<file path="config.mk">
export PLATFORM = sky130hd
export DESIGN_NAME = temp_sensor_spi_responder
export DESIGN_NICKNAME = d
export VERILOG_FILES = /design/src/rtl/temp_sensor_spi_responder.sv
export SDC_FILE = /design/constraint.sdc
export NUM_CORES = 1
export LEC_CHECK = 0
export BUFFER_PORTS_ARGS = -buffer_cell sky130_fd_sc_hd__clkbuf_2
export CAP_MARGIN = 20
export CORE_UTILIZATION = 25
export CTS_CLUSTER_DIAMETER = 200
export DETAILED_ROUTE_END_ITERATION = 8
export GPL_TIMING_DRIVEN = 0
export HOLD_SLACK_MARGIN = 0.05
export SYNTH_ARGS = -nofsm -noshare
export SYNTH_HDL_FRONTEND = slang
export SYNTH_SLANG_ARGS = --single-unit
</file>
<file path="constraint.sdc">
create_clock -name clk_50 -period 2.22 [get_ports clk_50]
set_input_delay 0.111 -clock clk_50 [delete_from_list [all_inputs] [get_ports clk_50]]
set_output_delay 0.111 -clock clk_50 [all_outputs]
set_load 0.01 [all_outputs]
</file>
<file path="src/rtl/temp_sensor_spi_responder.sv">
// LM71-style 3-wire SPI responder. It returns a temperature word, or the ID word in
// shutdown, then accepts a 16-bit command. All link inputs are oversampled on clk_50.
module temp_sensor_spi_responder #(
    parameter int          SYNC_STAGES = 2,
    parameter logic [15:0] DEVICE_ID   = 16'h800F
) (
    input  logic        clk_50,
    input  logic        reset_n,
    input  logic        temp_cs_n,
    input  logic        temp_sc,
    input  logic        temp_sio_in,
    output logic        temp_sio_out,
    output logic        temp_sio_oe,
    input  logic [13:0] temp_value,
    output logic [15:0] cmd_word,
    output logic        cmd_valid,
    output logic        shutdown,
    output logic        busy
);

    // state | meaning
    // IDLE  | waiting for CS_n fall, pad not driven
    // READ  | shifting the tx word out, MSB first, on SC falls
    // WRITE | shifting the command in, MSB first, on SC rises
    // DONE  | command taken, ignoring SC until CS_n rises
    typedef enum logic [1:0] {IDLE, READ, WRITE, DONE} state_t;

    state_t                 state;
    logic [SYNC_STAGES-1:0] cs_sync, sc_sync, sio_sync;
    logic                   cs_h, sc_h, sio_h;
    logic                   cs_rise, cs_fall, sc_rise, sc_fall;
    logic [15:0]            tx_shift, rx_shift, load_word, rx_next;
    logic [3:0]             bit_cnt;

    assign load_word = shutdown ? DEVICE_ID : {temp_value, 2'b11};
    assign rx_next   = {rx_shift[14:0], sio_h};

    // Edge pulses are registered so every edge reaches the FSM at the same latency;
    // sio_h lines up with the sample that produced the SC edge pulse.
    always_ff @(posedge clk_50 or negedge reset_n) begin
        if (!reset_n) begin
            cs_sync  <= '0;
            sc_sync  <= '0;
            sio_sync <= '0;
            cs_h     <= 1'b0;
            sc_h     <= 1'b0;
            sio_h    <= 1'b0;
            cs_rise  <= 1'b0;
            cs_fall  <= 1'b0;
            sc_rise  <= 1'b0;
            sc_fall  <= 1'b0;
        end else begin
            cs_sync  <= {cs_sync[SYNC_STAGES-2:0], temp_cs_n};
            sc_sync  <= {sc_sync[SYNC_STAGES-2:0], temp_sc};
            sio_sync <= {sio_sync[SYNC_STAGES-2:0], temp_sio_in};
            cs_h     <= cs_sync[SYNC_STAGES-1];
            sc_h     <= sc_sync[SYNC_STAGES-1];
            sio_h    <= sio_sync[SYNC_STAGES-1];
            cs_rise  <= ~cs_h & cs_sync[SYNC_STAGES-1];
            cs_fall  <= cs_h & ~cs_sync[SYNC_STAGES-1];
            sc_rise  <= ~sc_h & sc_sync[SYNC_STAGES-1] & ~cs_sync[SYNC_STAGES-1];
            sc_fall  <= sc_h & ~sc_sync[SYNC_STAGES-1] & ~cs_sync[SYNC_STAGES-1];
        end
    end

    always_ff @(posedge clk_50 or negedge reset_n) begin
        if (!reset_n) begin
            state        <= IDLE;
            tx_shift     <= '0;
            rx_shift     <= '0;
            bit_cnt      <= '0;
            temp_sio_out <= 1'b0;
            temp_sio_oe  <= 1'b0;
            cmd_word     <= '0;
            cmd_valid    <= 1'b0;
            shutdown     <= 1'b0;
            busy         <= 1'b0;
        end else begin
            cmd_valid <= 1'b0;
            if (cs_rise) begin
                state        <= IDLE;
                temp_sio_oe  <= 1'b0;
                temp_sio_out <= 1'b0;
                bit_cnt      <= '0;
                busy         <= 1'b0;
            end else begin
                case (state)
                    IDLE: begin
                        if (cs_fall) begin
                            tx_shift     <= load_word;
                            temp_sio_out <= load_word[15];
                            temp_sio_oe  <= 1'b1;
                            bit_cnt      <= '0;
                            busy         <= 1'b1;
                            state        <= READ;
                        end
                    end
                    READ: begin
                        if (sc_fall) begin
                            tx_shift <= {tx_shift[14:0], 1'b0};
                            if (bit_cnt == 4'd15) begin
                                bit_cnt      <= '0;
                                temp_sio_oe  <= 1'b0;
                                temp_sio_out <= 1'b0;
                                state        <= WRITE;
                            end else begin
                                bit_cnt      <= bit_cnt + 4'd1;
                                temp_sio_out <= tx_shift[14];
                            end
                        end
                    end
                    WRITE: begin
                        if (sc_rise) begin
                            rx_shift <= rx_next;
                            bit_cnt  <= bit_cnt + 4'd1;
                            if (bit_cnt == 4'd15) begin
                                cmd_word  <= rx_next;
                                cmd_valid <= 1'b1;
                                if (rx_next == 16'hFFFF)
                                    shutdown <= 1'b1;
                                else if (rx_next == 16'h0000)
                                    shutdown <= 1'b0;
                                state <= DONE;
                            end
                        end
                    end
                    DONE: begin
                        temp_sio_oe <= 1'b0;
                    end
                    default: state <= IDLE;
                endcase
            end
        end
    end

endmodule

</file>
**Yosys cells after proc, flatten, opt, wreduce, memory -nomap -nowiden**

Index checks and enable logic that the tools add are counted.

- ROM bits: 0
- Logic and storage cells: 97
- Bits in latches: 0
- RAM bits: 0
- Memories kept: 0
- Register bits: 70

- Add/subtract/negate cells: 1
- Reductions and logical operators: 18
- Eq/ne operators: 12
- Shifts and indexed selects: 0
- Multiplexer cells: 35
- Divide/modulo/power cells: 0
- Magnitude comparators: 0
- Bitwise operators: 11
- $mul: 0

Operators with widths:

| operator | number |
|---|---|
| $mux W15 | 2 |
| $pmux W15 S2 | 1 |
| $mux W4 | 5 |
| $eq A16 B16 Y1 const B | 1 |
| $logic_not A16 Y1 | 1 |
| $mux W1 | 16 |
| $mux W16 | 1 |
| $reduce_and A4 Y1 | 4 |
| $ne A3 B3 Y1 const B | 5 |
| $mux W2 | 6 |
| $pmux W4 S3 | 1 |
| $reduce_bool A2 Y1 | 4 |
| $reduce_bool A4 Y1 | 2 |
| $and A1 B1 Y1 | 6 |
| $pmux W2 S3 | 1 |
| $reduce_and A3 Y1 | 2 |
| $reduce_and A6 Y1 | 1 |
| $not A1 Y1 | 5 |
| $reduce_and A5 Y1 | 1 |
| $add A4 B1 Y4 const B | 1 |
| $eq A2 B2 Y1 const B | 2 |
| $eq A4 B4 Y1 const B | 1 |
| $ne A2 B2 Y1 const B | 2 |
| $pmux W1 S3 | 1 |
| 5 further kinds | 5 |

**Depth between registers and ports, before layout**

Gate-level depths: netlist of the first run.

- Word-level depth: 5
- Mapped depth: 8

**Least setup slack after synthesis of the first run**

No wires, ideal clock.

- Path type: reg-to-reg
- From: reg state[0]
- To: reg state[0]
- Data required time: 2.154 ns
- Slack: 0.284 ns
- Data arrival time: 1.870 ns
- Setup time: 0.066 ns
- Cell stages (with the launch flop): 8
- Path through: dfrtp_1 > inv_1 > ha_1 > and2b_4 > o41a_1 > buf_6 > a2111oi_4 > a221o_1

- Word-level cells in the longest chain between the ends: 3
- Elaborated cells between the ends (all ways): 12

RTL lines:

| what | RTL line | RTL |
|---|---|---|
| from (decl) | 28 | `state_t state;` |
| from (signal assigned) | 68 | `state <= IDLE;` |
| from (signal assigned) | 81 | `state <= IDLE;` |
| from (signal assigned) | 95 | `state <= READ;` |
| $eq A2 B2 Y1, or another cell as far along | 87 | `case (state)` |
| $ne A3 B3 Y1 (no source line), or another cell as far along | -- |  |
| $reduce_and A6 Y1 (no source line) or $mux W2 (tied branches) | -- |  |

Several ways; a longest one is shown, not always the timed one.
A chain may end at the register's enable or synchronous reset.

**Worst setup path after layout of the first run**

Same ends and word-level chain as after synthesis.

==> qor.json, run 1 <==
{
  "synth_top_cells_by_count": {"value": "dfrtp_1 (70), mux2_2 (33), nor2_1 (24)"},
  "n_antenna_cell": {"value": 0},
  "cts.path.max_buffers": {"value": 2},
  "report.final.slew_viol_count": {"value": 0},
  "dominant_combinational_cell_family_by_area_after_synthesis": {"value": "multiplexers"},
  "synth.yosys.seq_area_share": {"value": 59.4, "unit": "%"},
  "top_cells_by_area_in_the_synthesized_netlist": {"value": "dfrtp_1 (59%), mux2_2 (13%), nor2_1 (3.1%), a22oi_1 (2.8%), a21oi_1 (2.4%)"},
  "timing_worst_setup_path_type": {"value": "flip-flop to flip-flop"},
  "max-cap-violations": {"value": 0},
  "timing.critical_path.to_type": {"value": "flip-flop"},
  "vdd_ir_max": {"value": 0.650, "unit": "mV"},
  "clockPowerShare": {"value": 33.9, "unit": "%"},
  "postSynthRegisterBits": {"value": 70},
  "share_of_the_synthesized_area_in_compound_gates_ao_oa_aoi_oai": {"value": 9.81, "unit": "%"},
  "fmax": {"value": 474, "unit": "MHz"},
  "starting_utilization_of_the_core_area": {"value": 25.7, "unit": "%"},
  "synth.mux.area_fraction": {"value": 13.3, "unit": "%"},
  "number_of_h_tree_branching_levels": {"value": 3},
  "totalPowerFinal": {"value": 4510, "unit": "uW"},
  "first_global_vias": {"value": 1995},
  "sum_of_net_half_perimeters_after_detailed_placement": {"value": 4.03, "unit": "mm"},
  "worst_path_largest_cell_delay": {"value": 450, "unit": "ps"},
  "wirelength": {"value": 5.80, "unit": "mm"},
  "syn-cell-area": {"value": 0.00295, "unit": "sq mm"},
  "clock_latency": {"value": 330, "unit": "ps"},
  "synthArstFlopShare": {"value": 100, "unit": "%"},
  "die-width": {"value": 111, "unit": "microns"},
  "grt.overflow.total": {"value": 0},
  "grt_first_pass_wirelength": {"value": 10.1, "unit": "mm"},
  "synthesis.yosys.warnings": {"value": 0},
  "core-area": {"value": 0.0115, "unit": "sq mm"},
  "gp_congestion": {"value": 0.720},
  "area.growth.synth_to_final": {"value": 26.8, "unit": "%"},
  "number_of_antenna_violations_at_the_first_check_in_global_routing": {"value": 0},
  "finalHoldViolations": {"value": 0},
  "cts_tree": {"value": "yes"},
  "largest_net_degree_at_the_start_of_global_routing": {"value": 40},
  "cts_num_sinks": {"value": 70},
  "post_synth_xor_xnor_area": {"value": 0, "unit": "%"},
  "post_drt_via_cell_ratio": {"value": 4.58},
  "routedWlPerCell": {"value": 13.2, "unit": "microns"},
  "rsz0062_at_grt": {"value": "no"},
  "tightestPinTransition": {"value": 479, "unit": "ps"},
  "nFillCells": {"value": 1141},
  "crit_path_start_kind": {"value": "flip-flop"},
  "drtIter0Drc": {"value": 76},
  "placement_rows": {"value": 39},
  "minimum_clock_period": {"value": 2110, "unit": "ps"},
  "finalCritPeriodShare": {"value": 95.0, "unit": "%"},
  "num-nets-final": {"value": 316},
  "path_max_fanout": {"value": 10},
  "ys.flop_type": {"value": "dfrtp_1"},
  "die_y": {"value": 111, "unit": "microns"},
  "power.share.sequential": {"value": 36.2, "unit": "%"},
  "crit_path_top_delay_cell": {"value": "o41a_1"},
  "total_routing_resource_utilization_after_global_routing": {"value": 10.5, "unit": "%"},
  "slew_headroom": {"value": 68.1, "unit": "%"},
  "clk_root_buffer_cell": {"value": "clkbuf_16"},
  "pwr-share-comb": {"value": 29.9, "unit": "%"},
  "io_buffer_count": {"value": 39},
  "run_status": {"value": "completed"},
  "clk_transition_reported_paths": {"value": 60, "unit": "ps"},
  "finClkSkew": {"value": 6.44, "unit": "ps"},
  "yosys.area_share.simple": {"value": 12.5, "unit": "%"},
  "power_leakage": {"value": 0.00177, "unit": "uW"},
  "design.portCount": {"value": 40},
  "critical_path.cell_chain": {"value": "inv_1, ha_1, and2b_4, o41a_1, buf_6, a2111oi_4, a221o_1"},
  "share_of_synthesized_cell_area_in_full_adder_half_adder_and_majority_cells": {"value": 2.12, "unit": "%"},
  "yosysUniqueCellTypes": {"value": 40},
  "syn-instance-count": {"value": 233},
  "number_of_vias_after_detailed_routing": {"value": 2014},
  "internal_power": {"value": 3080, "unit": "uW"},
  "setup_violations": {"value": 0},
  "cp.arrival": {"value": 2370, "unit": "ps"},
  "power.net_switching": {"value": 1420, "unit": "uW"},
  "fp.dieArea": {"value": 0.0122, "unit": "sq mm"},
  "antenna_violating_nets_post_route": {"value": 0},
  "worst-endpoint-required": {"value": 2490, "unit": "ps"},
  "power_switching_share": {"value": 31.6, "unit": "%"},
  "number_of_enable_flip_flop_cells_after_synthesis": {"value": 0},
  "synth.most_common_cell": {"value": "dfrtp_1"},
  "drt_pass1_iterations": {"value": 4},
  "postSynthNetCount": {"value": 257},
  "synth.top_cell.area_share": {"value": 59.4, "unit": "%"},
  "synth_area_leader_cell": {"value": "dfrtp_1"},
  "p_per_area": {"value": 1210, "unit": "mW/mm^2"},
  "worstHoldPathType": {"value": "input pin to flip-flop"},
  "drive_above_1_share": {"value": 36.0, "unit": "%"},
  "cts_inserted_buffers": {"value": 9},
  "synthesis.area_per_instance": {"value": 12.6, "unit": "sq um"},
  "whs": {"value": 86.2, "unit": "ps"},
  "post-route-drc-count": {"value": 0}
}
[state kept, by name, summed over array words and instances, names as in the netlist]
signal and count:
bit_cnt 4, busy 1, cmd_valid 1, cmd_word 16
cs_fall 1, cs_h 1, cs_rise 1, cs_sync 2
rx_shift 15, sc_fall 1, sc_h 1, sc_rise 1
sc_sync 2, shutdown 1, sio_h 1, sio_sync 2
state 2, temp_sio_oe 1, temp_sio_out 1, tx_shift 15
[power groups by stage]
stage,Sequential (uW),Combinational (uW),Clock (uW)
floorplan,1620,1000,0
global placement,1640,1250,0
detailed placement,1650,1300,0
CTS,1630,1310,1580
global route,1660,1520,1630
finish,1630,1350,1530
[critical path: cells and delay by family (launching register included)]
| kind | cells | cell delay (ps) |
|---|---|---|
| compound gates | 3 | 910 |
| fa+ha+maj | 1 | 260 |
| buf+inv | 2 | 250 |
| flops | 1 | 400 |
| simple gates | 1 | 210 |
[timing repair]
action	4_1_cts	5_1_grt
gates resized for setup	1	1
hold buffers	4	0
setup endpoints to repair	10	22
endpoints found under the hold margin	34	0
pin swaps	0	2
buffers inserted	0	4
[layout make-up]
type	instances	area [sq um]	area share (%)
timing repair buffer	48	288	7.70
clock buffer	9	225	6.03
inverter	6	22.5	0.603
clock inverter	7	96.3	2.58
tap	143	179	4.79
sequential	70	1750	46.9
buffer	10	61.3	1.64
multi-input combinational	147	1110	29.8
[final timing paths]
path	start	end	slack, ps	depth (start not counted)
hold / removal	temp_value[2]	tx_shift[4]$_DFFE_PN0P_	90	3
hold reg to reg	sc_sync[0]$_DFF_PN0_	sc_sync[1]$_DFF_PN0_	340	0
setup / recovery	state[0]$_DFFE_PN0P_	state[0]$_DFFE_PN0P_	110	7
setup reg to reg	state[0]$_DFFE_PN0P_	state[0]$_DFFE_PN0P_	110	7
min in group asynchronous	reset_n	tx_shift[3]$_DFFE_PN0P_	300	2
max in group asynchronous	reset_n	state[1]$_DFFE_PN0P_	1350	3
[layout by cell type, fill, tap and decap left out, types with 3 or more instances in the layout]
cell           netlist  routed
a21oi_1             14      14
a22oi_1             11      11
buf_2                3       3
buf_4                1       5
clkbuf_1             4       3
clkbuf_16            0       9
clkbuf_2             0      39
dfrtp_1             70      69
dlygate4sd3_1        0       4
ha_1                 5       5
inv_1                6       6
mux2_2              33      33
nand2_1              8       8
nand2b_1             5       5
nand3_1              3       3
nand4_1              5       5
nor2_1              24      24
nor2b_1              3       3
nor4_1               5       5
o21ai_0              4       4
[kinds of logic after synthesis]
logic type | after synthesis
mux | 35
compound gates | 41
fa+ha+maj | 5
flops | 70
buf+inv | 16
simple gates | 66
[layer usage]
layer / share of wire [%] / GRT usage, % / vias to the layer above
li1: - / - / 964
met1: 46 / 13.1 / 1001
met2: 49 / 16.5 / 41
met3: 4.7 / 4.45 / 8
met4: 0.84 / 2.93 / 0
met5: 0 / 0 / -
[metrics by stage]
| stage | worst slack, ps | std cells | instance area [sq um] | setup TNS, ps | utilization (%) |
|---|---|---|---|---|---|
| after floorplan | 284 | 233 | 2950 | 0 | - |
| after global placement | 40.9 | 415 | 3320 | 0 | 29.0 |
| after CTS | 0.857 | 436 | 3710 | 0 | 32.3 |
| after detailed placement | -20.3 | 416 | 3340 | -22.0 | 29.2 |
| final | 112 | 440 | 3740 | 0 | 32.6 |
| after global routing | 23.7 | 440 | 3740 | 0 | 32.6 |
Note: power is estimated with default switching activity, not from simulation.
==> run 2, diff against run 1 <==
--- a/config.mk
+++ b/config.mk
@@ -5,12 +5,12 @@
 export SDC_FILE = /design/constraint.sdc
 export NUM_CORES = 1
 export LEC_CHECK = 0
+export ABC_AREA = 1
 export BUFFER_PORTS_ARGS = -buffer_cell sky130_fd_sc_hd__clkbuf_2
 export CAP_MARGIN = 20
 export CORE_UTILIZATION = 25
 export CTS_CLUSTER_DIAMETER = 200
 export DETAILED_ROUTE_END_ITERATION = 8
-export GPL_TIMING_DRIVEN = 0
 export HOLD_SLACK_MARGIN = 0.05
 export SYNTH_ARGS = -nofsm -noshare
 export SYNTH_HDL_FRONTEND = slang
==> qor.json, run 2 <==
{
  "run_status": {"value": "completed"},
  "crit_path_top_delay_cell": {"value": "nor2_2"},
  "synth_top_cells_by_count": {"value": "nand2_1 (95), dfrtp_1 (70), inv_1 (30)"},
  "design.portCount": {"value": 40, "change": "unchanged"},
  "die_y": {"value": 113, "unit": "microns", "change": "+2.3%"},
  "timing.critical_path.to_type": {"value": "flip-flop"},
  "area.growth.synth_to_final": {"value": 21.7, "unit": "%"},
  "worst-endpoint-required": {"value": 2430, "unit": "ps", "change": "-60 ps"},
  "yosys.area_share.simple": {"value": 20.5, "unit": "%", "change": "+8.0 points"},
  "totalPowerFinal": {"value": 4320, "unit": "uW", "change": "-4.2%"},
  "routedWlPerCell": {"value": 11.6, "unit": "microns", "change": "-12%"},
  "clk_root_buffer_cell": {"value": "clkbuf_16"},
  "worst_path_most_repeated_cell": {"value": "inv_1"},
  "max-cap-violations": {"value": 0, "change": "unchanged"},
  "share_of_synthesized_cell_area_in_full_adder_half_adder_and_majority_cells": {"value": 2.03, "unit": "%", "change": "-0.095 points"},
  "clock_latency": {"value": 330, "unit": "ps", "change": "about the same"},
  "largest_register_ff_count": {"value": 16, "change": "unchanged"},
  "postSynthRegisterBits": {"value": 70, "change": "unchanged"},
  "minimum_clock_period": {"value": 1670, "unit": "ps", "change": "-435 ps"},
  "report.final.slew_viol_count": {"value": 0, "change": "unchanged"},
  "number_of_h_tree_branching_levels": {"value": 3, "change": "unchanged"},
  "nFillCells": {"value": 1257, "change": "+10%"},
  "synthArstFlopShare": {"value": 100, "unit": "%", "change": "unchanged"},
  "synth.mux.area_fraction": {"value": 0.487, "unit": "%", "change": "-13 points"},
  "regMostFlops": {"value": "cmd_word"},
  "detailedPlace.worstSlack": {"value": 562, "unit": "ps", "change": "+582 ps"},
  "vdd_ir_max": {"value": 0.548, "unit": "mV", "change": "-16%"},
  "multi_input_comb_area": {"value": 0.00110, "unit": "sq mm", "change": "-0.68%"},
  "synth.most_common_cell": {"value": "nand2_1"},
  "finalCritPeriodShare": {"value": 75.4, "unit": "%", "change": "-20 points"},
  "drt_pass1_iterations": {"value": 4, "change": "unchanged"},
  "number_of_enable_flip_flop_cells_after_synthesis": {"value": 0, "change": "unchanged"},
  "yosysUniqueCellTypes": {"value": 27, "change": "-33%"},
  "most-common-layout-cells": {"value": "nand2_1 (95), dfrtp_1 (70), clkbuf_2 (38)"},
  "ys.flop_type": {"value": "dfrtp_1"},
  "tightestPinTransition": {"value": 538, "unit": "ps", "change": "+58.6 ps"},
  "number_of_antenna_violations_at_the_first_check_in_global_routing": {"value": 0, "change": "unchanged"},
  "drive_above_1_share": {"value": 21.3, "unit": "%", "change": "-15 points"},
  "fmax": {"value": 598, "unit": "MHz", "change": "+26%"},
  "clk_transition_reported_paths": {"value": 60, "unit": "ps", "change": "about the same"},
  "cts_inserted_buffers": {"value": 9, "change": "unchanged"},
  "grt.overflow.total": {"value": 0, "change": "unchanged"},
  "critical_path.cell_chain": {"value": "inv_1, ha_1, nor2_2, inv_1, o22ai_1, o21ai_1"},
  "slew_headroom": {"value": 64.1, "unit": "%", "change": "-3.9 points"},
  "mostFrequentLayoutCell": {"value": "nand2_1"},
  "fp.dieArea": {"value": 0.0128, "unit": "sq mm", "change": "+4.6%"},
  "starting_utilization_of_the_core_area": {"value": 25.7, "unit": "%", "change": "about the same"},
  "synthesis.area_per_instance": {"value": 9.40, "unit": "sq um", "change": "-26%"},
  "core-area": {"value": 0.0120, "unit": "sq mm", "change": "+4.7%"},
  "post-route-drc-count": {"value": 0, "change": "unchanged"},
  "rsz0062_at_grt": {"value": "no"},
  "cts.path.max_buffers": {"value": 2, "change": "unchanged"},
  "wirelength": {"value": 6.13, "unit": "mm", "change": "+5.5%"},
  "synth.yosys.seq_area_share": {"value": 56.8, "unit": "%", "change": "-2.7 points"},
  "number_of_vias_after_detailed_routing": {"value": 2321, "change": "+15%"},
  "post_synth_xor_xnor_area": {"value": 0, "unit": "%", "change": "unchanged"},
  "crit_buf_inv": {"value": 2, "change": "unchanged"},
  "share_of_the_synthesized_area_in_compound_gates_ao_oa_aoi_oai": {"value": 12.8, "unit": "%", "change": "+3.0 points"},
  "layout_setup_ws": {"value": 547, "unit": "ps", "change": "+435 ps"},
  "setup_violations": {"value": 0, "change": "unchanged"},
  "finClkSkew": {"value": 4.63, "unit": "ps", "change": "-1.81 ps"},
  "critical_path.top_delay_family": {"value": "simple AND/OR/NAND/NOR gates"},
  "postSynthNetCount": {"value": 352, "change": "+37%"},
  "sum_of_net_half_perimeters_after_detailed_placement": {"value": 4.34, "unit": "mm", "change": "+7.7%"},
  "die-width": {"value": 113, "unit": "microns", "change": "+2.3%"},
  "placement_rows": {"value": 40, "change": "+2.6%"},
  "post_drt_via_cell_ratio": {"value": 4.40, "change": "-3.8%"},
  "sequential_cell_area": {"value": 0.00175, "unit": "sq mm", "change": "about the same"},
  "p_per_area": {"value": 1150, "unit": "mW/mm^2", "change": "-4.7%"},
  "grt_first_pass_wirelength": {"value": 10.5, "unit": "mm", "change": "+4.5%"},
  "crit_path_start_kind": {"value": "flip-flop"},
  "total_routing_resource_utilization_after_global_routing": {"value": 10.4, "unit": "%", "change": "-0.079 points"},
  "setup_tns": {"value": 0, "unit": "ps", "change": "unchanged"},
  "first_global_vias": {"value": 2190, "change": "+9.8%"},
  "worst_path_largest_cell_delay": {"value": 460, "unit": "ps", "change": "about the same"},
  "gp_congestion": {"value": 0.854, "change": "+19%"},
  "finalHoldViolations": {"value": 0, "change": "unchanged"},
  "rrSetupSlack": {"value": 550, "unit": "ps", "change": "+430 ps"},
  "antenna_violating_nets_post_route": {"value": 0, "change": "unchanged"},
  "cp.arrival": {"value": 1880, "unit": "ps", "change": "-490 ps"},
  "largest_net_degree_at_the_start_of_global_routing": {"value": 50, "change": "+25%"},
  "syn-instance-count": {"value": 328, "change": "+41%"},
  "drtIter0Drc": {"value": 166, "change": "+120%"},
  "synthesis.yosys.warnings": {"value": 0, "change": "unchanged"},
  "top_cells_by_area_in_the_synthesized_netlist": {"value": "dfrtp_1 (57%), nand2_1 (12%), inv_1 (3.7%), o21ai_0 (3.6%), o21ai_2 (3.4%)"},
  "synth.top_cell.area_share": {"value": 56.8, "unit": "%", "change": "-2.7 points"},
  "worstHoldPathType": {"value": "input pin to flip-flop"},
  "syn-cell-area": {"value": 0.00308, "unit": "sq mm", "change": "+4.7%"},
  "post_cts.repair.setup_buffers": {"value": 0, "change": "unchanged"},
  "cts_num_sinks": {"value": 70, "change": "unchanged"},
  "dominant_combinational_cell_family_by_area_after_synthesis": {"value": "simple AND/OR/NAND/NOR gates"},
  "num-nets-final": {"value": 399, "change": "+26%"},
  "n_antenna_cell": {"value": 0, "change": "unchanged"},
  "io_buffer_count": {"value": 39, "change": "unchanged"},
  "path_max_fanout": {"value": 12, "change": "+2"},
  "cts_tree": {"value": "yes"},
  "power_leakage": {"value": 0.00187, "unit": "uW", "change": "+5.7%"},
  "synth_area_leader_cell": {"value": "dfrtp_1"},
  "timing_worst_setup_path_type": {"value": "flip-flop to flip-flop"},
  "layout_top_registers": {"value": "cmd_word x16, rx_shift x15, tx_shift x15"}
}
run 2: cell count changes after synthesis, moves of 10 or more:
cell,delta
o21ai_0,+18
a21oi_1,-11
inv_1,+24
mux2_2,-33
o21ai_1,+10
nand2_1,+87
o21ai_2,+12
run 2: path summary, 6_finish.rpt:
check | endpoint | cells after the start | start
max in group asynchronous | cs_fall$_DFF_PN0_ | 3 | reset_n
min in group asynchronous | cmd_word[12]$_DFFE_PN0P_ | 2 | reset_n
setup reg to reg | tx_shift[2]$_DFFE_PN0P_ | 6 | state[1]$_DFFE_PN0P_
hold / removal | tx_shift[8]$_DFFE_PN0P_ | 3 | temp_value[6]
setup / recovery | tx_shift[2]$_DFFE_PN0P_ | 6 | state[1]$_DFFE_PN0P_
hold reg to reg | cs_sync[1]$_DFF_PN0_ | 0 | cs_sync[0]$_DFF_PN0_
run 2: logic make-up after synthesis:
kind of cell	count (synthesis)
buf+inv	45
compound gates	62
mux	1
simple gates	145
flops	70
fa+ha+maj	5
run 2: final cells by class:
| type | count | share of cell area (%) |
|---|---|---|
| timing repair buffer | 47 | 7.40 |
| clock buffer | 11 | 6.46 |
| sequential | 70 | 46.7 |
| tap | 147 | 4.90 |
| multi-input combinational | 213 | 29.4 |
| inverter | 34 | 3.60 |
| clock inverter | 5 | 1.57 |
run 2: report_power, final:
part,switching [uW],internal [uW]
Clock,524,900
Combinational,781,419
Sequential,159,1530
Total,1470,2850
run 2: stage by stage:
step	instance area, sq um	hold slack, ps	utilization, %	cells
after floorplan	3080	-185	-	328
after global placement	3410	114	28.4	507
after detailed placement	3410	126	28.4	507
after CTS	3750	71.8	31.3	527
after global routing	3750	98.7	31.3	527
final	3750	74.1	31.3	527
run 2: per-layer routing:
metal	track usage, %	part of all wire [%]	vias to the layer above
li1	-	-	1164
met1	14.2	48	1094
met2	15.6	46	54
met3	2.84	3.3	9
met4	4.30	2.2	0
met5	0	0	-
run 2: worst register-to-register path: cells and delay by family (launching register included):
kind	cells	cell delay, ps
and+or+nand+nor	1	470
buffers and inverters	2	210
DFF	1	380
AOI/OAI and AO/OA	2	250
adders and majority gates	1	260
run 2: timing repair:
item | in CTS | in global routing
hold endpoints to repair | 24 | 0
setup endpoints to repair | 0 | 0
gates resized for setup | 0 | 0
hold buffers | 4 | 0
==> run 3, diff against run 2 <==
--- a/config.mk
+++ b/config.mk
@@ -5,7 +5,7 @@
 export SDC_FILE = /design/constraint.sdc
 export NUM_CORES = 1
 export LEC_CHECK = 0
-export ABC_AREA = 1
+export ABC_AREA = 0
 export BUFFER_PORTS_ARGS = -buffer_cell sky130_fd_sc_hd__clkbuf_2
 export CAP_MARGIN = 20
 export CORE_UTILIZATION = 25
==> constraint.sdc (replaced) <==
create_clock -name clk_50 -period 1.55 [get_ports clk_50]
set_input_delay 0.0775 -clock clk_50 [delete_from_list [all_inputs] [get_ports clk_50]]
set_output_delay 0.0775 -clock clk_50 [all_outputs]
set_load 0.01 [all_outputs]
==> qor.json, run 3 (synthesis gave the netlist of run 1 again) <==
{
  "run_status": {"value": "finished, violations left"},
  "violations": {"value": "negative setup slack"},
  "clock_latency": {"value": 330, "unit": "ps", "change": "about the same"},
  "path_max_fanout": {"value": 10, "change": "-2"},
  "number_of_h_tree_branching_levels": {"value": 3, "change": "unchanged"},
  "area.growth.synth_to_final": {"value": 42.7, "unit": "%"},
  "drive_above_1_share": {"value": 48.5, "unit": "%", "change": "+27 points"},
  "worstHoldPathType": {"value": "input pin to flip-flop"},
  "cp_num_cells": {"value": 6, "change": "unchanged"},
  "antenna_violating_nets_post_route": {"value": 0, "change": "unchanged"},
  "timing.reg2reg.worst_path_depth": {"value": 6, "change": "unchanged"},
  "stdcell_area": {"value": 0.00421, "unit": "sq mm", "change": "+12%"},
  "place.detailed.instances": {"value": 435, "change": "-14%"},
  "timing.critical_path.to_type": {"value": "flip-flop"},
  "cts_tree": {"value": "yes"},
  "crit_path_top_delay_cell": {"value": "o41a_1"},
  "critical_path.top_delay_family": {"value": "compound AO/OA/AOI/OAI gates"},
  "mostFrequentLayoutCell": {"value": "dfrtp_1"},
  "wirelength": {"value": 6.36, "unit": "mm", "change": "+3.8%"},
  "first_global_vias": {"value": 2125, "change": "-3.0%"},
  "post_drt_via_cell_ratio": {"value": 4.48, "change": "+1.6%"},
  "finalHoldViolations": {"value": 0, "change": "unchanged"},
  "io_buffer_count": {"value": 39, "change": "unchanged"},
  "setup_violations": {"value": 39, "change": "+39"},
  "finClkSkew": {"value": 4.87, "unit": "ps", "change": "+0.248 ps"},
  "clk_transition_reported_paths": {"value": 60, "unit": "ps", "change": "about the same"},
  "rrSetupSlack": {"value": -290, "unit": "ps", "change": "-830 ps"},
  "crit_buf_inv": {"value": 2, "change": "unchanged"},
  "cts_num_sinks": {"value": 70, "change": "unchanged"},
  "total_routing_resource_utilization_after_global_routing": {"value": 11.2, "unit": "%", "change": "+0.77 points"},
  "drtIter0Drc": {"value": 75, "change": "-55%"},
  "startpoint": {"value": "state[1]$_DFFE_PN0P_"},
  "cts_inserted_buffers": {"value": 9, "change": "unchanged"},
  "fmax": {"value": 544, "unit": "MHz", "change": "-8.9%"},
  "crit_path_start_kind": {"value": "flip-flop"},
  "slew_headroom": {"value": 75.5, "unit": "%", "change": "+11 points"},
  "minimum_clock_period": {"value": 1840, "unit": "ps", "change": "+164 ps"},
  "post-route-drc-count": {"value": 0, "change": "unchanged"},
  "cts.path.max_buffers": {"value": 2, "change": "unchanged"},
  "layout_setup_ws": {"value": -287, "unit": "ps", "change": "-834 ps"},
  "sum_of_net_half_perimeters_after_detailed_placement": {"value": 4.24, "unit": "mm", "change": "-2.3%"},
  "die_y": {"value": 111, "unit": "microns", "change": "-2.2%"},
  "num-nets-final": {"value": 343, "change": "-14%"},
  "placement_rows": {"value": 39, "change": "-2.5%"},
  "report.final.slew_viol_count": {"value": 0, "change": "unchanged"},
  "number_of_antenna_violations_at_the_first_check_in_global_routing": {"value": 0, "change": "unchanged"},
  "whs": {"value": 58.5, "unit": "ps", "change": "-15.6 ps"},
  "detailedPlace.worstSlack": {"value": -317, "unit": "ps", "change": "-879 ps"},
  "starting_utilization_of_the_core_area": {"value": 25.7, "unit": "%", "change": "about the same"},
  "number_of_vias_after_detailed_routing": {"value": 2090, "change": "-10%"},
  "die-width": {"value": 111, "unit": "microns", "change": "-2.2%"},
  "largest_net_degree_at_the_start_of_global_routing": {"value": 48, "change": "-4.0%"},
  "grt_first_pass_wirelength": {"value": 10.6, "unit": "mm", "change": "+1.0%"},
  "critical_path.cell_chain": {"value": "inv_2, ha_4, and2b_4, o41a_1, buf_4, a221o_1"},
  "design.portCount": {"value": 40, "change": "unchanged"},
  "worst_r2r_endpoint": {"value": "state[0]$_DFFE_PN0P_"},
  "tightestPinTransition": {"value": 368, "unit": "ps", "change": "-170 ps"},
  "most-common-layout-cells": {"value": "dfrtp_1 (70), clkbuf_2 (38), mux2_2 (31)"},
  "vdd_ir_max": {"value": 0.819, "unit": "mV", "change": "+49%"},
  "n_antenna_cell": {"value": 0, "change": "unchanged"},
  "rsz0062_at_grt": {"value": "yes"},
  "stdcell_count": {"value": 467, "change": "-11%"},
  "layout_top_registers": {"value": "cmd_word x16, rx_shift x15, tx_shift x15"},
  "cp.arrival": {"value": 2050, "unit": "ps", "change": "+170 ps"},
  "p_per_area": {"value": 1790, "unit": "mW/mm^2", "change": "+55%"},
  "finalCritPeriodShare": {"value": 119, "unit": "%", "change": "+43 points"},
  "placedInstanceArea": {"value": 0.00355, "unit": "sq mm", "change": "+4.1%"},
  "drt_pass1_iterations": {"value": 4, "change": "unchanged"},
  "grt.overflow.total": {"value": 0, "change": "unchanged"},
  "timing_worst_setup_path_type": {"value": "flip-flop to flip-flop"},
  "core-area": {"value": 0.0115, "unit": "sq mm", "change": "-4.5%"},
  "routedWlPerCell": {"value": 13.6, "unit": "microns", "change": "+17%"},
  "regMostFlops": {"value": "cmd_word"},
  "gp_congestion": {"value": 0.845, "change": "-1.0%"},
  "worst-endpoint-required": {"value": 1770, "unit": "ps", "change": "-660 ps"},
  "power_leakage": {"value": 0.00200, "unit": "uW", "change": "+6.8%"},
  "fp.dieArea": {"value": 0.0122, "unit": "sq mm", "change": "-4.4%"},
  "largest_register_ff_count": {"value": 16, "change": "unchanged"},
  "crit-reg2reg-launch": {"value": "state[1]$_DFFE_PN0P_"},
  "max-cap-violations": {"value": 0, "change": "unchanged"},
  "clk_root_buffer_cell": {"value": "clkbuf_16"},
  "worst_path_largest_cell_delay": {"value": 440, "unit": "ps", "change": "-20 ps"},
  "timing.critical_path.to": {"value": "state[0]$_DFFE_PN0P_"}
}
run 3: worst reg2reg max path, delay by kind of cell, from the launching register on:
family                   cells  cell delay (ps)
AO/OA/AOI/OAI                2              750
adder cells (fa/ha/maj)      1              160
buffers and inverters        2              270
AND/OR/NAND/NOR              1              170
flip-flops                   1              380
run 3: final cells by class:
cell class	instances	area [sq um]
Clock buffer	9	225
Inverter	6	22.5
Clock inverter	7	120
Tap cell	143	179
Sequential cell	70	1750
Timing Repair Buffer	85	658
Fill cell	1106	7260
Multi-Input combinational cell	147	1250
run 3: through the flow:
stage | TNS, ps | util [%] | power [uW]
finish | -5820 | 36.7 | 7510
global placement | -5770 | 31.0 | 4470
CTS | -5500 | 36.1 | 7390
global route | -9010 | 36.7 | 7980
detailed placement | -7690 | 31.0 | 4550
floorplan | -5860 | - | 3840
run 3: worst min path at each step:
| stage | startpoint | end | depth (start not counted) |
|---|---|---|---|
| after CTS | temp_value[6] | tx_shift[8]$_DFFE_PN0P_ | 3 |
| after global routing | temp_value[6] | tx_shift[8]$_DFFE_PN0P_ | 3 |
| final | temp_value[11] | tx_shift[13]$_DFFE_PN0P_ | 3 |
| after floorplan | reset_n | bit_cnt[0]$_DFFE_PN0P_ | 0 |
| after global placement | reset_n | temp_sio_out$_DFFE_PN0P_ | 1 |
| after detailed placement | reset_n | temp_sio_out$_DFFE_PN0P_ | 1 |
run 3: per-layer routing:
metal | vias to the layer above | GRT usage, % | part of all wire [%]
li1 | 1016 | - | -
met1 | 1025 | 14.5 | 47
met2 | 39 | 17.0 | 48
met3 | 10 | 4.28 | 4.1
met4 | 0 | 3.73 | 1.3
met5 | - | 0 | 0
run 3: where the power goes:
group | switching [uW] | leakage, uW | total (uW) | internal, uW
sequential | 196 | 0.000900 | 2340 | 2140
combinational | 1370 | 0.000932 | 2810 | 1440
clock | 783 | 0.000166 | 2360 | 1580
total | 2350 | 0.00200 | 7510 | 5150
run 3: timing repair:
action                                 CTS  global route
resized for setup                       26            12
cloned                                   3             0
setup endpoints to repair               55            55
endpoints found under the hold margin   76             0
pin swaps                                2             1
hold buffers                             7             0
setup buffers                            5             1
